$ cat src/rtl/aha_sif_read_bridge_if.sv
// aha_sif_read_bridge_if: AXI4 read channels plus the CGRA SIF
// packet read port, bundled for the read bridge.
interface aha_sif_read_bridge_if #(
    parameter int ID_WIDTH = 4
);
    logic [ID_WIDTH-1:0] ARID;
    logic [31:0]         ARADDR;
    logic [7:0]          ARLEN;
    logic [2:0]          ARSIZE;
    logic [1:0]          ARBURST;
    logic                ARLOCK;
    logic [3:0]          ARCACHE;
    logic [2:0]          ARPROT;
    logic                ARVALID;
    logic                ARREADY;

    logic [ID_WIDTH-1:0] RID;
    logic [63:0]         RDATA;
    logic [1:0]          RRESP;
    logic                RLAST;
    logic                RVALID;
    logic                RREADY;

    logic [31:0]         SIF_RD_ADDR;
    logic                SIF_RD_EN;
    logic [63:0]         SIF_RD_DATA;
    logic                SIF_RD_VALID;

    modport slave (
        input  ARID, ARADDR, ARLEN, ARSIZE, ARBURST,
        input  ARLOCK, ARCACHE, ARPROT, ARVALID,
        output ARREADY,
        output RID, RDATA, RRESP, RLAST, RVALID,
        input  RREADY,
        output SIF_RD_ADDR, SIF_RD_EN,
        input  SIF_RD_DATA, SIF_RD_VALID
    );

    modport master (
        output ARID, ARADDR, ARLEN, ARSIZE, ARBURST,
        output ARLOCK, ARCACHE, ARPROT, ARVALID,
        input  ARREADY,
        input  RID, RDATA, RRESP, RLAST, RVALID,
        output RREADY,
        input  SIF_RD_ADDR, SIF_RD_EN,
        output SIF_RD_DATA, SIF_RD_VALID
    );
endinterface

$ cat src/rtl/aha_sif_read_bridge.sv
// aha_sif_read_bridge: AXI4 read slave turning 64-bit bursts into
// single-beat SIF packet reads, with a per-beat response timeout.
module aha_sif_read_bridge #(
    parameter int ID_WIDTH = 4,
    parameter int TIMEOUT  = 256
) (
    input logic                  ACLK,
    input logic                  ARESETn,
    aha_sif_read_bridge_if.slave bus
);
    localparam int TW = (TIMEOUT > 2) ? $clog2(TIMEOUT) : 1;

    typedef enum logic [1:0] {
        S_IDLE,
        S_ISSUE,
        S_WAIT,
        S_RESP
    } state_t;

    state_t              r_state, w_state_nxt;
    logic                r_arready, w_arready_nxt;
    logic [ID_WIDTH-1:0] r_id, w_id_nxt;
    logic [31:0]         r_addr, w_addr_nxt;
    logic [7:0]          r_len, w_len_nxt;
    logic [2:0]          r_size, w_size_nxt;
    logic [1:0]          r_burst, w_burst_nxt;
    logic [7:0]          r_beat, w_beat_nxt;
    logic [TW-1:0]       r_timer, w_timer_nxt;
    logic                r_err_all, w_err_all_nxt;
    logic [63:0]         r_rdata, w_rdata_nxt;
    logic [1:0]          r_rresp, w_rresp_nxt;

    logic [31:0] w_bound;
    logic [31:0] w_base;
    logic [31:0] w_incr;
    logic        w_wrap_ok;
    logic [31:0] w_addr_adv;
    logic        w_last;
    logic        w_timeout;
    logic        w_unused;

    assign w_unused = ^{bus.ARLOCK, bus.ARCACHE, bus.ARPROT};

    // WRAP only for legal lengths; everything else steps like INCR
    assign w_bound   = ({24'd0, r_len} + 32'd1) << r_size;
    assign w_base    = r_addr & ~(w_bound - 32'd1);
    assign w_incr    = r_addr + (32'd1 << r_size);
    assign w_wrap_ok = (r_burst == 2'b10) &&
                       (r_len == 8'd1 || r_len == 8'd3 ||
                        r_len == 8'd7 || r_len == 8'd15);

    always_comb begin
        w_addr_adv = w_incr;
        if (r_burst == 2'b00) begin
            w_addr_adv = r_addr;
        end else if (w_wrap_ok && (w_incr == w_base + w_bound)) begin
            w_addr_adv = w_base;
        end
    end

    assign w_last    = (r_beat == r_len);
    assign w_timeout = (r_timer == TW'(TIMEOUT - 1));

    always_comb begin
        w_state_nxt   = r_state;
        w_id_nxt      = r_id;
        w_addr_nxt    = r_addr;
        w_len_nxt     = r_len;
        w_size_nxt    = r_size;
        w_burst_nxt   = r_burst;
        w_beat_nxt    = r_beat;
        w_timer_nxt   = r_timer;
        w_err_all_nxt = r_err_all;
        w_rdata_nxt   = r_rdata;
        w_rresp_nxt   = r_rresp;
        unique case (r_state)
            S_IDLE: begin
                if (bus.ARVALID && r_arready) begin
                    w_id_nxt    = bus.ARID;
                    w_addr_nxt  = bus.ARADDR;
                    w_len_nxt   = bus.ARLEN;
                    w_size_nxt  = bus.ARSIZE;
                    w_burst_nxt = bus.ARBURST;
                    w_beat_nxt  = 8'd0;
                    w_rdata_nxt = 64'd0;
                    if (bus.ARSIZE > 3'd3) begin
                        w_err_all_nxt = 1'b1;
                        w_rresp_nxt   = 2'b10;
                        w_state_nxt   = S_RESP;
                    end else begin
                        w_err_all_nxt = 1'b0;
                        w_rresp_nxt   = 2'b00;
                        w_state_nxt   = S_ISSUE;
                    end
                end
            end
            S_ISSUE: begin
                w_timer_nxt = '0;
                w_state_nxt = S_WAIT;
            end
            S_WAIT: begin
                w_timer_nxt = r_timer + 1'b1;
                // data arriving on the timeout cycle still wins
                if (bus.SIF_RD_VALID) begin
                    w_rdata_nxt = bus.SIF_RD_DATA;
                    w_rresp_nxt = 2'b00;
                    w_state_nxt = S_RESP;
                end else if (w_timeout) begin
                    w_rdata_nxt = 64'd0;
                    w_rresp_nxt = 2'b10;
                    w_state_nxt = S_RESP;
                end
            end
            S_RESP: begin
                if (bus.RREADY) begin
                    if (w_last) begin
                        w_state_nxt = S_IDLE;
                    end else begin
                        w_addr_nxt  = w_addr_adv;
                        w_beat_nxt  = r_beat + 8'd1;
                        w_state_nxt = r_err_all ? S_RESP : S_ISSUE;
                    end
                end
            end
            default: w_state_nxt = S_IDLE;
        endcase
        w_arready_nxt = (w_state_nxt == S_IDLE);
    end

    always_ff @(posedge ACLK or negedge ARESETn) begin
        if (!ARESETn) begin
            r_state   <= S_IDLE;
            r_arready <= 1'b0;
            r_id      <= '0;
            r_addr    <= 32'd0;
            r_len     <= 8'd0;
            r_size    <= 3'd0;
            r_burst   <= 2'd0;
            r_beat    <= 8'd0;
            r_timer   <= '0;
            r_err_all <= 1'b0;
            r_rdata   <= 64'd0;
            r_rresp   <= 2'd0;
        end else begin
            r_state   <= w_state_nxt;
            r_arready <= w_arready_nxt;
            r_id      <= w_id_nxt;
            r_addr    <= w_addr_nxt;
            r_len     <= w_len_nxt;
            r_size    <= w_size_nxt;
            r_burst   <= w_burst_nxt;
            r_beat    <= w_beat_nxt;
            r_timer   <= w_timer_nxt;
            r_err_all <= w_err_all_nxt;
            r_rdata   <= w_rdata_nxt;
            r_rresp   <= w_rresp_nxt;
        end
    end

    assign bus.ARREADY     = r_arready;
    assign bus.RVALID      = (r_state == S_RESP);
    assign bus.RLAST       = (r_state == S_RESP) && w_last;
    assign bus.RID         = r_id;
    assign bus.RDATA       = r_rdata;
    assign bus.RRESP       = r_rresp;
    assign bus.SIF_RD_EN   = (r_state == S_ISSUE);
    assign bus.SIF_RD_ADDR = {r_addr[31:3], 3'b000};
endmodule

$ cat src/flat_wrapper.sv
// flat-port wrapper written by rule: the top's interface ports become plain ports
module aha_sif_read_bridge_flat 
#(
    parameter int ID_WIDTH = 4,
    parameter int TIMEOUT  = 256
)
  (ACLK, ARESETn, bus_ARID, bus_ARADDR, bus_ARLEN, bus_ARSIZE, bus_ARBURST, bus_ARLOCK, bus_ARCACHE, bus_ARPROT, bus_ARVALID, bus_ARREADY, bus_RID, bus_RDATA, bus_RRESP, bus_RLAST, bus_RVALID, bus_RREADY, bus_SIF_RD_ADDR, bus_SIF_RD_EN, bus_SIF_RD_DATA, bus_SIF_RD_VALID);
  aha_sif_read_bridge_if #(.ID_WIDTH(ID_WIDTH)) bus_i ();
  input logic ACLK;
  input logic ARESETn;
  input wire logic [$bits(bus_i.ARID)-1:0] bus_ARID;
  input wire logic [$bits(bus_i.ARADDR)-1:0] bus_ARADDR;
  input wire logic [$bits(bus_i.ARLEN)-1:0] bus_ARLEN;
  input wire logic [$bits(bus_i.ARSIZE)-1:0] bus_ARSIZE;
  input wire logic [$bits(bus_i.ARBURST)-1:0] bus_ARBURST;
  input wire logic [$bits(bus_i.ARLOCK)-1:0] bus_ARLOCK;
  input wire logic [$bits(bus_i.ARCACHE)-1:0] bus_ARCACHE;
  input wire logic [$bits(bus_i.ARPROT)-1:0] bus_ARPROT;
  input wire logic [$bits(bus_i.ARVALID)-1:0] bus_ARVALID;
  output wire logic [$bits(bus_i.ARREADY)-1:0] bus_ARREADY;
  output wire logic [$bits(bus_i.RID)-1:0] bus_RID;
  output wire logic [$bits(bus_i.RDATA)-1:0] bus_RDATA;
  output wire logic [$bits(bus_i.RRESP)-1:0] bus_RRESP;
  output wire logic [$bits(bus_i.RLAST)-1:0] bus_RLAST;
  output wire logic [$bits(bus_i.RVALID)-1:0] bus_RVALID;
  input wire logic [$bits(bus_i.RREADY)-1:0] bus_RREADY;
  output wire logic [$bits(bus_i.SIF_RD_ADDR)-1:0] bus_SIF_RD_ADDR;
  output wire logic [$bits(bus_i.SIF_RD_EN)-1:0] bus_SIF_RD_EN;
  input wire logic [$bits(bus_i.SIF_RD_DATA)-1:0] bus_SIF_RD_DATA;
  input wire logic [$bits(bus_i.SIF_RD_VALID)-1:0] bus_SIF_RD_VALID;
  assign bus_i.ARID = bus_ARID;
  assign bus_i.ARADDR = bus_ARADDR;
  assign bus_i.ARLEN = bus_ARLEN;
  assign bus_i.ARSIZE = bus_ARSIZE;
  assign bus_i.ARBURST = bus_ARBURST;
  assign bus_i.ARLOCK = bus_ARLOCK;
  assign bus_i.ARCACHE = bus_ARCACHE;
  assign bus_i.ARPROT = bus_ARPROT;
  assign bus_i.ARVALID = bus_ARVALID;
  assign bus_ARREADY = bus_i.ARREADY;
  assign bus_RID = bus_i.RID;
  assign bus_RDATA = bus_i.RDATA;
  assign bus_RRESP = bus_i.RRESP;
  assign bus_RLAST = bus_i.RLAST;
  assign bus_RVALID = bus_i.RVALID;
  assign bus_i.RREADY = bus_RREADY;
  assign bus_SIF_RD_ADDR = bus_i.SIF_RD_ADDR;
  assign bus_SIF_RD_EN = bus_i.SIF_RD_EN;
  assign bus_i.SIF_RD_DATA = bus_SIF_RD_DATA;
  assign bus_i.SIF_RD_VALID = bus_SIF_RD_VALID;
  aha_sif_read_bridge #(.ID_WIDTH(ID_WIDTH), .TIMEOUT(TIMEOUT)) u_core (.ACLK(ACLK), .ARESETn(ARESETn), .bus(bus_i));
endmodule
$ cat config.mk
export PLATFORM = sky130hd
export DESIGN_NAME = aha_sif_read_bridge_flat
export DESIGN_NICKNAME = d
export VERILOG_FILES = /design/src/rtl/aha_sif_read_bridge_if.sv /design/src/rtl/aha_sif_read_bridge.sv /design/src/flat_wrapper.sv
export SDC_FILE = /design/constraint.sdc
export NUM_CORES = 1
export LEC_CHECK = 0
export BUFFER_PORTS_ARGS = -buffer_cell sky130_fd_sc_hd__buf_2
export CAP_MARGIN = 10
export CORE_MARGIN = 8
export CORE_UTILIZATION = 55
export CTS_CLUSTER_DIAMETER = 60
export DETAILED_ROUTE_END_ITERATION = 6
export GPL_TIMING_DRIVEN = 0
export PLACE_DENSITY_LB_ADDON = 0.08
export SLEW_MARGIN = 30
export SYNTH_ARGS = -nofsm -noshare
export SYNTH_HDL_FRONTEND = slang
export SYNTH_SLANG_ARGS = --single-unit
$ cat constraint.sdc
create_clock -name ACLK -period 8.8 [get_ports ACLK]
set_input_delay 0.88 -clock ACLK [delete_from_list [all_inputs] [get_ports ACLK]]
set_output_delay 0.88 -clock ACLK [all_outputs]
set_load 0.05 [all_outputs]
After elaboration in Yosys (flattened, before gate mapping)
Cells that the tools add are included.

word-level totals
  flip-flop bits (word level) = 135
  bits of input ports = 126
  word-level logic and storage cells = 85

cells by class
  $add $sub $neg = 6
  magnitude comparators = 1
  equal/unequal tests = 16
  shift operators = 2
  mux-type cells = 29
  bitwise gates (word level) = 2
  reductions and logical operators = 17

operators by type and width
  kind                   count
  $mux 64                3
  $mux 32                5
  $pmux 64 s2            1
  $add 32x32->32         2
  $pmux 32 s2            1
  $and 32x32->32         1
  $eq 32x32->1           1
  $not 32->32            1
  $pmux 8 s2             2
  $shl 1x3->32 const A   1
  $shl 32x3->32          1
  $sub 32x1->32 const B  1
  $mux 8                 3
  $mux 2                 11
  $add 8x1->8 const B    2
  $add 8x1->9 const B    1
  $eq 8x1->1 const B     1
  $eq 8x2->1 const B     1
  $eq 8x3->1 const B     1
  $eq 8x4->1 const B     1
  $eq 8x8->1             1
  $eq 8x8->1 const B     1
  $pmux 2 s4             1
  $eq 2x2->1 const B     3
  other kinds (15)       26

Depth between registers and ports, before layout
Gate-level depths: netlist (run 1).

  depth after elaboration = 13
  depth in mapped cells = 32
  gate-level depth less buffers = 26

Worst setup path before layout (run 1)
OpenSTA, ideal clock, no wires.

  path type = register to register
  start point = register u_core.r_len[1]
  end point = register u_core.r_addr[24]
  arrival = 6.629 ns
  slack = 2.094 ns
  cell stages (with the launch flop) = 28
  period minus slack after synthesis = 6.706 ns
  cells stage by stage = dfrtp_1 > inv_1 > ha_1 > clkbuf_1 > mux2i_1 > nand2_1 > ha_1 > clkbuf_1 > nand2_1 > nor2_1 > nand2_1 > or4_1 > xor2_1 > and2_1 > ha_1 > nand4_1 > or4_1 > a211o_1 > o311a_1 > o211ai_2 > and2_4 > buf_6 > a211o_1 > nand3_2 > or4_1 > nor3_1 > mux2_2 > a21oi_1

between the ends
  word-level cells in the longest chain between the ends = 13

RTL lines
  what                    line                        RTL
  from (decl)             aha_sif_read_bridge.sv:24   logic [7:0] r_len, w_len_nxt;
  from (signal assigned)  aha_sif_read_bridge.sv:149  r_len <= w_len_nxt;
  $add 8x1->9             aha_sif_read_bridge.sv:45   assign w_bound = ({24'd0, r_len} + 32'd1) << r_size;
  $shl 32x3->32           aha_sif_read_bridge.sv:45
  $sub 32x1->32           aha_sif_read_bridge.sv:46   assign w_base = r_addr & ~(w_bound - 32'd1);
  $not 32->32             aha_sif_read_bridge.sv:46
  $and 32x32->32          aha_sif_read_bridge.sv:46
  $add 32x32->32          aha_sif_read_bridge.sv:56   end else if (w_wrap_ok && (w_incr == w_base + w_bound)) begin
  $eq 32x32->1            aha_sif_read_bridge.sv:56
  $logic_and 1x1->1       aha_sif_read_bridge.sv:56
  $mux 32                 aha_sif_read_bridge.sv:56
  $mux 32                 aha_sif_read_bridge.sv:54   if (r_burst == 2'b00) begin
  $mux 32                 aha_sif_read_bridge.sv:116  if (w_last) begin
  $mux 32                 aha_sif_read_bridge.sv:115  if (bus.RREADY) begin
  $pmux 32 s2             aha_sif_read_bridge.sv:76   unique case (r_state)
  to (signal assigned)    aha_sif_read_bridge.sv:148  r_addr <= w_addr_nxt;
  to (decl)               aha_sif_read_bridge.sv:23   logic [31:0] r_addr, w_addr_nxt;

Several ways; a longest one is shown, not always the timed one. The select of a mux whose other input is x is not followed.
A chain may end at the register's enable or synchronous reset.

Worst setup path after layout (run 1)
Ends and elaborated chain as after synthesis.

==> impl_metrics.csv, run 1 <==
group,metric,value,unit
run_status,status,"finished clean",
global_routing,antenna_found_initial,6,
die,start_util,0.556,
global_routing,grt.busiest_layer,"met2",
cells_and_area,area_growth,18.8,%
cells_and_area,final_util,0.660,
cells_and_area,final_common_cell,"nand2_1",
logic_synthesis,netlist_area,0.0112,mm^2
logic_synthesis,yosysSeqAreaShare,0.300,
logic_synthesis,ys.flop_type,"dfrtp_1",
logic_synthesis,synth_cell_types,106,
logic_synthesis,yosysWarnings,0,
logic_synthesis,synthArstFlopShare,1.00,
cells_and_area,fin_nets,1818,
routing,first_pass_iters,6,
clocking,htree_num_levels,4,
die,num_rows,52,
min_path,hp-class,"in2async",
critical_path,slowest_delay,0.73,ns
timing,rsz0062_at_grt,"false",
global_routing,gr-usage-met2,0.510,
clocking,cts_tree,"done",
global_routing,use_met3,0.0920,
timing,final_max_slew_viol_count,0,
critical_path,cp_max_fo,10,
timing,hold_viol,0,
timing,finalSetupViolCount,0,
routing,wire_per_inst,20.4,um
routing,vias,11900,
timing,worstMarginPinSlew,0.939,ns
timing,fin_setup_tns,0,ns
global_routing,grt_pass1_wl,62.4,mm
critical_path,endpoint_kind,"flop",
timing,holdWs,0.416,ns
critical_path,rrSetupSlack,0.37,ns
placed_design,dpl.cell_count,1913,
critical_path,critPathArrivalTime,8.78,ns
critical_path,critPathRequiredTime,9.14,ns
clocking,cts_setup_buffers,0,
logic_synthesis,ys_ff_latch,134,
logic_synthesis,synth_edf_count,0,
timing,clock.fmax,119,MHz
global_routing,overflow,0,
job,maxCapViolations,0,
critical_path,cpMaxStageDelayCell,"nor3_1",
clocking,cts-root-buf,"clkbuf_16",
cells_and_area,layout_common_cells,"nand2_1 (239), buf_2 (234), dfrtp_1 (134)",
timing,min_period,8.43,ns
cells_and_area,fillers,1756,
clocking,clock_latency,0.42,ns
routing,drt_iter0_drc,1132,
global_routing,grt_usage,0.318,
clocking,path_clk_slew,0.06,ns
placed_design,post-dp-hpwl,31.6,mm
die,ios,232,
die,die_area,0.0251,mm^2
cells_and_area,drive_above_1_share,0.230,
global_routing,grt_max_degree,72,
placed_design,port_buffers,219,
timing,fin_crit_sh,0.959,
routing,drc,0,
cells_and_area,instances_no_fill,1948,
timing,slew_headroom,0.372,
timing,fin_worst_skew,0.0167,ns
critical_path,cp-start-kind,"flop",
placed_design,globalplace.congestion,1.08,
clocking,cts.sinks,134,
die,core-area,0.0201,mm^2
routing,routed_wl,39.7,mm
logic_synthesis,syn_inst,1420,
routing,postRouteAntennaNets,0,
clocking,cts.path.max_buffers,2,
critical_path,criticalPathCategory,"reg2reg",
logic_synthesis,avgSynthCellArea,7.87,um^2
global_routing,grtUsageMet1,0.397,
die,die_w,159,um
clocking,cts_buffers,17,
routing,via_per_inst,6.12,
die,die_h,159,um
global_routing,grt_pass1_vias,11500,
-- state kept, by name (all words and copies together), names as in the netlist --
name,flops
u_core.r_timer,8
u_core.r_beat,8
u_core.r_len,8
u_core.r_addr,32
u_core.bus.RDATA,64
u_core.r_size,3
u_core.bus.RID,4
u_core.r_err_all,1
u_core.bus.ARREADY,1
u_core.r_burst,2
u_core.r_state,2
u_core.bus.RRESP,1
-- Yosys cell counts, types with 4 or more instances --
| cell | n | area [um^2] |
|---|---|---|
| nand2b_1 | 5 | 31.3 |
| or2_2 | 5 | 31.3 |
| o22ai_1 | 9 | 56.3 |
| nor2b_1 | 6 | 37.5 |
| a41oi_1 | 6 | 52.6 |
| nor3_1 | 33 | 165 |
| a2bb2oi_1 | 4 | 35.0 |
| xor2_1 | 39 | 342 |
| nor2_1 | 95 | 357 |
| buf_4 | 38 | 285 |
| a211oi_1 | 13 | 97.6 |
| nand2_1 | 239 | 897 |
| clkbuf_1 | 62 | 233 |
| and3_1 | 31 | 194 |
| and2_1 | 20 | 125 |
| o21ai_1 | 20 | 100 |
| xnor2_1 | 37 | 324 |
| o2111ai_1 | 7 | 61.3 |
| dfrtp_1 | 134 | 3350 |
| nor3_2 | 6 | 60.1 |
| or4_4 | 4 | 45.0 |
| mux2i_1 | 16 | 160 |
| o21a_1 | 8 | 60.1 |
| o21bai_1 | 5 | 37.5 |
| nor4_1 | 12 | 75.1 |
| or3_1 | 20 | 125 |
| a31oi_1 | 12 | 75.1 |
| nor3b_1 | 4 | 30.0 |
| mux2_2 | 20 | 225 |
| a211o_1 | 5 | 43.8 |
| nor4b_1 | 4 | 35.0 |
| and4_1 | 5 | 43.8 |
| o21ai_0 | 130 | 651 |
| inv_1 | 33 | 124 |
| a21oi_1 | 69 | 345 |
| nand3_1 | 51 | 255 |
| ha_1 | 29 | 363 |
| buf_6 | 9 | 101 |
| o211ai_1 | 12 | 90.1 |
| a21o_1 | 15 | 113 |
| nand4_1 | 19 | 119 |
| buf_2 | 16 | 80.1 |
| o31ai_1 | 14 | 105 |
| or4_1 | 5 | 37.5 |
-- metrics by stage --
step / setup slack (ns) / cell area (um^2)
final: 0.365 / 13300
after floorplan: 2.09 / 11200
after global placement: 0.353 / 12600
after global routing: 0.0652 / 13300
after detailed placement: 0.445 / 12700
after CTS: 0.388 / 13300
-- kinds of logic after synthesis --
group                      synth area share
buffers and inverters                0.0757
adders and majority gates            0.0343
DFF                                   0.300
AOI/OAI and AO/OA                     0.229
xor gates and xnor gates             0.0620
and+or+nand+nor                       0.260
muxes                                0.0385
other                              0.000336
-- layout make-up --
| cell class | instances | area, um^2 | share of cell area |
|---|---|---|---|
| sequential | 134 | 3350 | 0.253 |
| tap | 270 | 338 | 0.0255 |
| buffer | 128 | 711 | 0.0535 |
| inverter | 36 | 135 | 0.0102 |
| multi-input combinational | 1125 | 7000 | 0.527 |
| clock buffer | 18 | 429 | 0.0323 |
| timing repair buffer | 220 | 1130 | 0.0854 |
| antenna | 3 | 7.51 | 0.000566 |
| clock inverter | 14 | 165 | 0.0124 |
-- worst paths after layout --
check / startpoint / endpoint / cells past startpoint
max: u_core.r_len[1]$_DFFE_PN0P_ / u_core.r_addr[24]$_DFFE_PN0P_ / 27
min: ARESETn / u_core.bus.RDATA[29]$_DFFE_PN0P_ / 1
max reg2reg: u_core.r_len[1]$_DFFE_PN0P_ / u_core.r_addr[24]$_DFFE_PN0P_ / 27
min reg2reg: u_core.bus.RDATA[26]$_DFFE_PN0P_ / u_core.bus.RDATA[26]$_DFFE_PN0P_ / 2
max in group asynchronous: ARESETn / u_core.r_state[1]$_DFF_PN0_ / 2
min in group ACLK: u_core.bus.RDATA[26]$_DFFE_PN0P_ / u_core.bus.RDATA[26]$_DFFE_PN0P_ / 2
-- metal layers --
layer / vias to the layer above / wire (um) / part of all wire
li1: 5594 / - / -
met1: 5586 / 15500 / 0.39
met2: 634 / 18700 / 0.47
met3: 95 / 4100 / 0.10
met4: 8 / 1380 / 0.035
met5: - / 53 / 0.0013
-- critical path: cells and delay by family, from the launching register on --
kind            cells  cell delay, ns
xor+xnor            1            0.16
simple gates       12            4.23
flops               1            0.53
fa+ha+maj           3            0.88
buf+inv             4            0.87
mux                 2            0.77
compound gates      5            0.91
-- timing repair --
item                                   CTS  global route
gates resized for setup                  0             1
hold buffers                             0             0
setup endpoints to repair                0             7
endpoints found under the hold margin    0             0
Power of run 1 is not shown: default switching activity piles up to over one toggle a cycle in this logic, so the estimate is an artifact.
==> inputs of run 2 (changes only) <==
Clock period 8.8 ns to 8.22 ns, I/O delays scaled along.
==> run 2 against run 1 <==
Compared with the run above: design area up 0.13%; critical endpoint unchanged; utilization up 0.087 points; register-to-register slack better by 0.03 ns.
==> impl_metrics.csv, run 2 (synthesis gave the netlist of run 1 again) <==
group,metric,value,unit
routing,wire_per_inst,20.4,um
clocking,cts.sinks,134,
clocking,cts.path.max_buffers,2,
timing,hold_viol,0,
cells_and_area,final_util,0.661,
cells_and_area,fillers,1756,
clocking,cts-root-buf,"clkbuf_16",
critical_path,cpMaxStageDelayCell,"or4_1",
critical_path,timing.critical_path.buf_inv,4,
timing,setup_ws,0.390,ns
critical_path,r2r_cells,27,
cells_and_area,final_common_cell,"nand2_1",
clocking,path_clk_slew,0.06,ns
critical_path,endpoint,"u_core.r_addr[24]$_DFFE_PN0P_",
timing,fin_crit_sh,0.953,
routing,vias,12000,
global_routing,grt_pass1_vias,11500,
critical_path,endpoint_kind,"flop",
placed_design,port_buffers,219,
clocking,cts_tree,"done",
timing,min_period,7.83,ns
job,maxCapViolations,0,
routing,drt_iter0_drc,1081,
critical_path,cp-start-kind,"flop",
die,die_w,159,um
die,num_rows,52,
cells_and_area,instances_no_fill,1947,
critical_path,critPathRequiredTime,8.56,ns
timing,fin_worst_skew,0.0135,ns
cells_and_area,area_growth,18.9,%
run_status,status,"finished clean",
timing,finalSetupViolCount,0,
critical_path,crit_start,"u_core.r_len[1]$_DFFE_PN0P_",
die,core-area,0.0201,mm^2
die,die_area,0.0251,mm^2
timing,rsz0062_at_grt,"false",
critical_path,cp_max_fo,10,
critical_path,rrSetupSlack,0.39,ns
min_path,hp-class,"in2async",
timing,worstMarginPinSlew,0.938,ns
die,start_util,0.556,
critical_path,critPathArrivalTime,8.17,ns
clocking,htree_num_levels,4,
global_routing,overflow,0,
timing,holdWs,0.357,ns
critical_path,timing.rr.end,"u_core.r_addr[24]$_DFFE_PN0P_",
routing,first_pass_iters,6,
clocking,clock_latency,0.42,ns
clocking,cts_setup_buffers,0,
cells_and_area,fin_nets,1817,
timing,slew_headroom,0.372,
routing,drc,0,
placed_design,pre_cts_slack,-0.135,ns
routing,routed_wl,39.7,mm
cells_and_area,largest_reg_flops,64,
clocking,cts_buffers,17,
global_routing,grt_usage,0.318,
timing,clock.fmax,128,MHz
timing,final_max_slew_viol_count,0,
critical_path,slowest_delay,0.59,ns
die,die_h,159,um
placed_design,dpl.cell_count,1913,
die,ios,232,
global_routing,antenna_found_initial,6,
placed_design,globalplace.congestion,1.08,
placed_design,post-dp-hpwl,31.6,mm
critical_path,cp.depth,27,
global_routing,grt_max_degree,72,
cells_and_area,drive_above_1_share,0.232,
global_routing,grt_pass1_wl,62.4,mm
routing,via_per_inst,6.14,
critical_path,critPathTopFamily,"simple AND/OR/NAND/NOR gates",
cells_and_area,layout_common_cells,"nand2_1 (239), buf_2 (234), dfrtp_1 (134)",
routing,postRouteAntennaNets,0,
critical_path,criticalPathCategory,"reg2reg",
critical_path,r2r_start,"u_core.r_len[1]$_DFFE_PN0P_",
-- run 2: worst reg2reg max path: stages, from the launching register on --
cell       delay (ns)
dfrtp_1          0.50
ha_1             0.23
buf_2            0.20
and3_4           0.22
xnor2_1          0.43
o22ai_1          0.18
a2bb2oi_1        0.19
a211oi_2         0.43
nand2_1          0.16
buf_2            0.21
or3_1            0.37
xor2_1           0.15
and2_1           0.19
ha_1             0.28
clkbuf_1         0.33
nand4_1          0.24
or4_1            0.59
a211o_1          0.30
o311a_1          0.17
o211ai_2         0.17
and2_4           0.21
buf_6            0.11
a211o_1          0.11
nand3_2          0.13
or4_1            0.58
nor3_2           0.47
mux2_2           0.43
a21oi_1          0.15
-- run 2: how the worst min path moves through the flow --
| stage | slack (ns) | start | depth (start not counted) | endpoint |
|---|---|---|---|---|
| 2_1_floorplan | 0.45 | u_core.r_err_all$_DFFE_PN0P_ | 2 | u_core.r_err_all$_DFFE_PN0P_ |
| 3_3_place_gp | 0.46 | u_core.bus.RDATA[9]$_DFFE_PN0P_ | 2 | u_core.bus.RDATA[9]$_DFFE_PN0P_ |
| 3_5_place_dp | 0.46 | u_core.bus.RDATA[4]$_DFFE_PN0P_ | 2 | u_core.bus.RDATA[4]$_DFFE_PN0P_ |
| 4_1_cts | 0.38 | ARESETn | 1 | u_core.bus.RDATA[38]$_DFFE_PN0P_ |
| 5_1_grt | 0.39 | ARESETn | 1 | u_core.bus.RDATA[39]$_DFFE_PN0P_ |
| 6_report | 0.36 | ARESETn | 1 | u_core.bus.RDATA[29]$_DFFE_PN0P_ |
-- run 2: final cells by class --
cell class | count | area (um^2) | share of cell area
Sequential cell | 134 | 3350 | 0.252
Clock inverter | 14 | 165 | 0.0124
Timing Repair Buffer | 220 | 1130 | 0.0853
Multi-Input combinational cell | 1125 | 7020 | 0.528
Tap cell | 270 | 338 | 0.0254
Clock buffer | 18 | 429 | 0.0323
Antenna cell | 3 | 7.51 | 0.000565
Inverter | 36 | 135 | 0.0102
Buffer | 127 | 707 | 0.0532
-- run 2: what timing repair did --
action | in CTS | in global routing
endpoints found under the setup margin | 2 | 31
gates cloned | 0 | 0
hold buffers | 0 | 0
gates resized for setup | 1 | 4
pin swaps | 0 | 1
-- run 2: through the flow --
step | instance area, um^2 | setup TNS [ns]
3_3_place_gp | 12600 | -0.298
2_1_floorplan | 11200 | 0
5_1_grt | 13300 | 0
4_1_cts | 13300 | 0
3_5_place_dp | 12700 | -0.135
6_report | 13300 | 0
-- run 2: layer usage --
| metal | routed length (um) | track usage |
|---|---|---|
| met5 | 53 | 0 |
| met4 | 1360 | 0.123 |
| met3 | 4340 | 0.0920 |
| met2 | 18700 | 0.510 |
| met1 | 15300 | 0.397 |
Power of run 2 is left out for the same reason.
==> inputs of run 3 (changes only) <==
Settings changed: CTS_BUF_LIST set to sky130_fd_sc_hd__clkbuf_4.
==> run 3 against run 2 <==
Compared with the run above: sequential cell count did not move; hold slack worse by 0.14 ns; global-route usage down 0.42 points; fmax shrank 0.16%; critical path depth is the same; wire length decreased by 0.90%.
==> impl_metrics.csv, run 3 (synthesis gave the netlist of run 1 again) <==
group,metric,value,unit
placed_design,globalplace.congestion,1.08,
routing,postRouteAntennaNets,0,
clocking,cts_buffers,17,
routing,drc,0,
timing,min_period,7.84,ns
critical_path,critPathRequiredTime,8.68,ns
timing,fin_crit_sh,0.954,
job,maxCapViolations,0,
global_routing,grt_pass1_vias,11500,
routing,wire_per_inst,20.2,um
timing,fin_worst_skew,0.0287,ns
routing,first_pass_iters,6,
timing,clock.fmax,128,MHz
run_status,status,"finished clean",
critical_path,critPathArrivalTime,8.30,ns
cells_and_area,fin_nets,1817,
cells_and_area,fillers,1790,
placed_design,port_buffers,219,
critical_path,cpMaxStageDelayCell,"or4_1",
critical_path,cp-start-kind,"flop",
timing,hold_viol,0,
die,die_area,0.0251,mm^2
die,core-area,0.0201,mm^2
critical_path,endpoint_kind,"flop",
cells_and_area,area_growth,16.3,%
routing,drt_iter0_drc,1096,
cells_and_area,largest_reg_flops,64,
timing,final_max_slew_viol_count,0,
clocking,cts.path.max_buffers,2,
cells_and_area,layout_common_cells,"nand2_1 (239), buf_2 (234), dfrtp_1 (134)",
clocking,htree_num_levels,4,
timing,finalSetupViolCount,0,
critical_path,timing.critical_path.buf_inv,4,
die,start_util,0.556,
die,die_w,159,um
min_path,hp-class,"in2async",
critical_path,critPathTopFamily,"simple AND/OR/NAND/NOR gates",
global_routing,grt_max_degree,72,
routing,via_per_inst,6.13,
cells_and_area,regArea,0.00335,mm^2
timing,rsz0062_at_grt,"false",
die,die_h,159,um
clocking,cts_tree,"done",
global_routing,overflow,0,
cells_and_area,drive_above_1_share,0.232,
clocking,path_clk_slew,0.14,ns
clocking,cts.sinks,134,
critical_path,criticalPathCategory,"reg2reg",
global_routing,grt_pass1_wl,61.7,mm
critical_path,cp_max_fo,10,
cells_and_area,multiInputGateArea,0.00702,mm^2
routing,vias,11900,
timing,slew_headroom,0.398,
timing,holdWs,0.215,ns
global_routing,grt_usage,0.314,
clocking,clock_latency,0.55,ns
critical_path,slowest_delay,0.59,ns
cells_and_area,final_common_cell,"nand2_1",
die,ios,232,
routing,routed_wl,39.4,mm
timing,worstMarginPinSlew,0.900,ns
placed_design,post-dp-hpwl,31.6,mm
die,num_rows,52,
clocking,cts-root-buf,"clkbuf_4",
global_routing,antenna_found_initial,5,
[run 3: worst reg2reg max path, stage by stage (launching register included)]
cell       delay, ns
dfrtp_1         0.52
ha_1            0.23
buf_2           0.20
and3_4          0.22
xnor2_1         0.42
o22ai_1         0.18
a2bb2oi_1       0.19
a211oi_2        0.43
nand2_1         0.16
buf_2           0.22
or3_1           0.37
xor2_1          0.15
and2_1          0.20
ha_1            0.28
clkbuf_1        0.33
nand4_1         0.24
or4_1           0.59
a211o_1         0.30
o311a_1         0.17
o211ai_2        0.17
and2_4          0.21
buf_6           0.11
a211o_1         0.11
nand3_2         0.13
or4_1           0.57
nor3_2          0.48
mux2_2          0.43
a21oi_1         0.15
[run 3: per-layer routing]
metal	vias up	share of wire	GRT usage
met1	5611	0.39	0.392
met3	93	0.11	0.0858
met4	6	0.035	0.128
met2	650	0.47	0.504
li1	5577	-	-
met5	-	0.00091	0
[run 3: path summary, 6_finish.rpt]
path,from,to,slack [ns],depth (start not counted)
setup / recovery,u_core.r_len[1]$_DFFE_PN0P_,u_core.r_addr[24]$_DFFE_PN0P_,0.38,27
hold / removal,ARESETn,u_core.bus.RDATA[38]$_DFFE_PN0P_,0.22,1
setup reg to reg,u_core.r_len[1]$_DFFE_PN0P_,u_core.r_addr[24]$_DFFE_PN0P_,0.38,27
hold reg to reg,u_core.bus.RDATA[61]$_DFFE_PN0P_,u_core.bus.RDATA[61]$_DFFE_PN0P_,0.49,2
max in group asynchronous,ARESETn,u_core.bus.RDATA[52]$_DFFE_PN0P_,7.27,2
min in group ACLK,u_core.bus.RDATA[61]$_DFFE_PN0P_,u_core.bus.RDATA[61]$_DFFE_PN0P_,0.49,2
[run 3: timing repair]
item / in CTS / in global routing
endpoints found under the setup margin: 2 / 31
hold buffers: 0 / 0
pin swaps: 0 / 1
gates resized for setup: 1 / 4
setup buffers: 0 / 0
[run 3: area by class of cell]
class / instances / share of cell area
Buffer: 127 / 0.0544
Clock inverter: 14 / 0.0127
Clock buffer: 18 / 0.0104
Timing Repair Buffer: 220 / 0.0872
Sequential cell: 134 / 0.258
Antenna cell: 2 / 0.000385
Tap cell: 270 / 0.0260
Inverter: 36 / 0.0104
Multi-Input combinational cell: 1125 / 0.540
[run 3: stage by stage]
step / setup WS, ns / instances / setup TNS [ns] / utilization / cell area [um^2]
after floorplan: 1.51 / 1423 / 0 / - / 11200
after detailed placement: -0.135 / 1913 / -0.135 / 0.630 / 12700
after global placement: -0.227 / 1912 / -0.298 / 0.628 / 12600
final: 0.378 / 1946 / 0 / 0.646 / 13000
after global routing: 0.00936 / 1946 / 0 / 0.646 / 13000
after CTS: 0.0386 / 1945 / 0 / 0.645 / 13000
Power of run 3 is left out for the same reason.
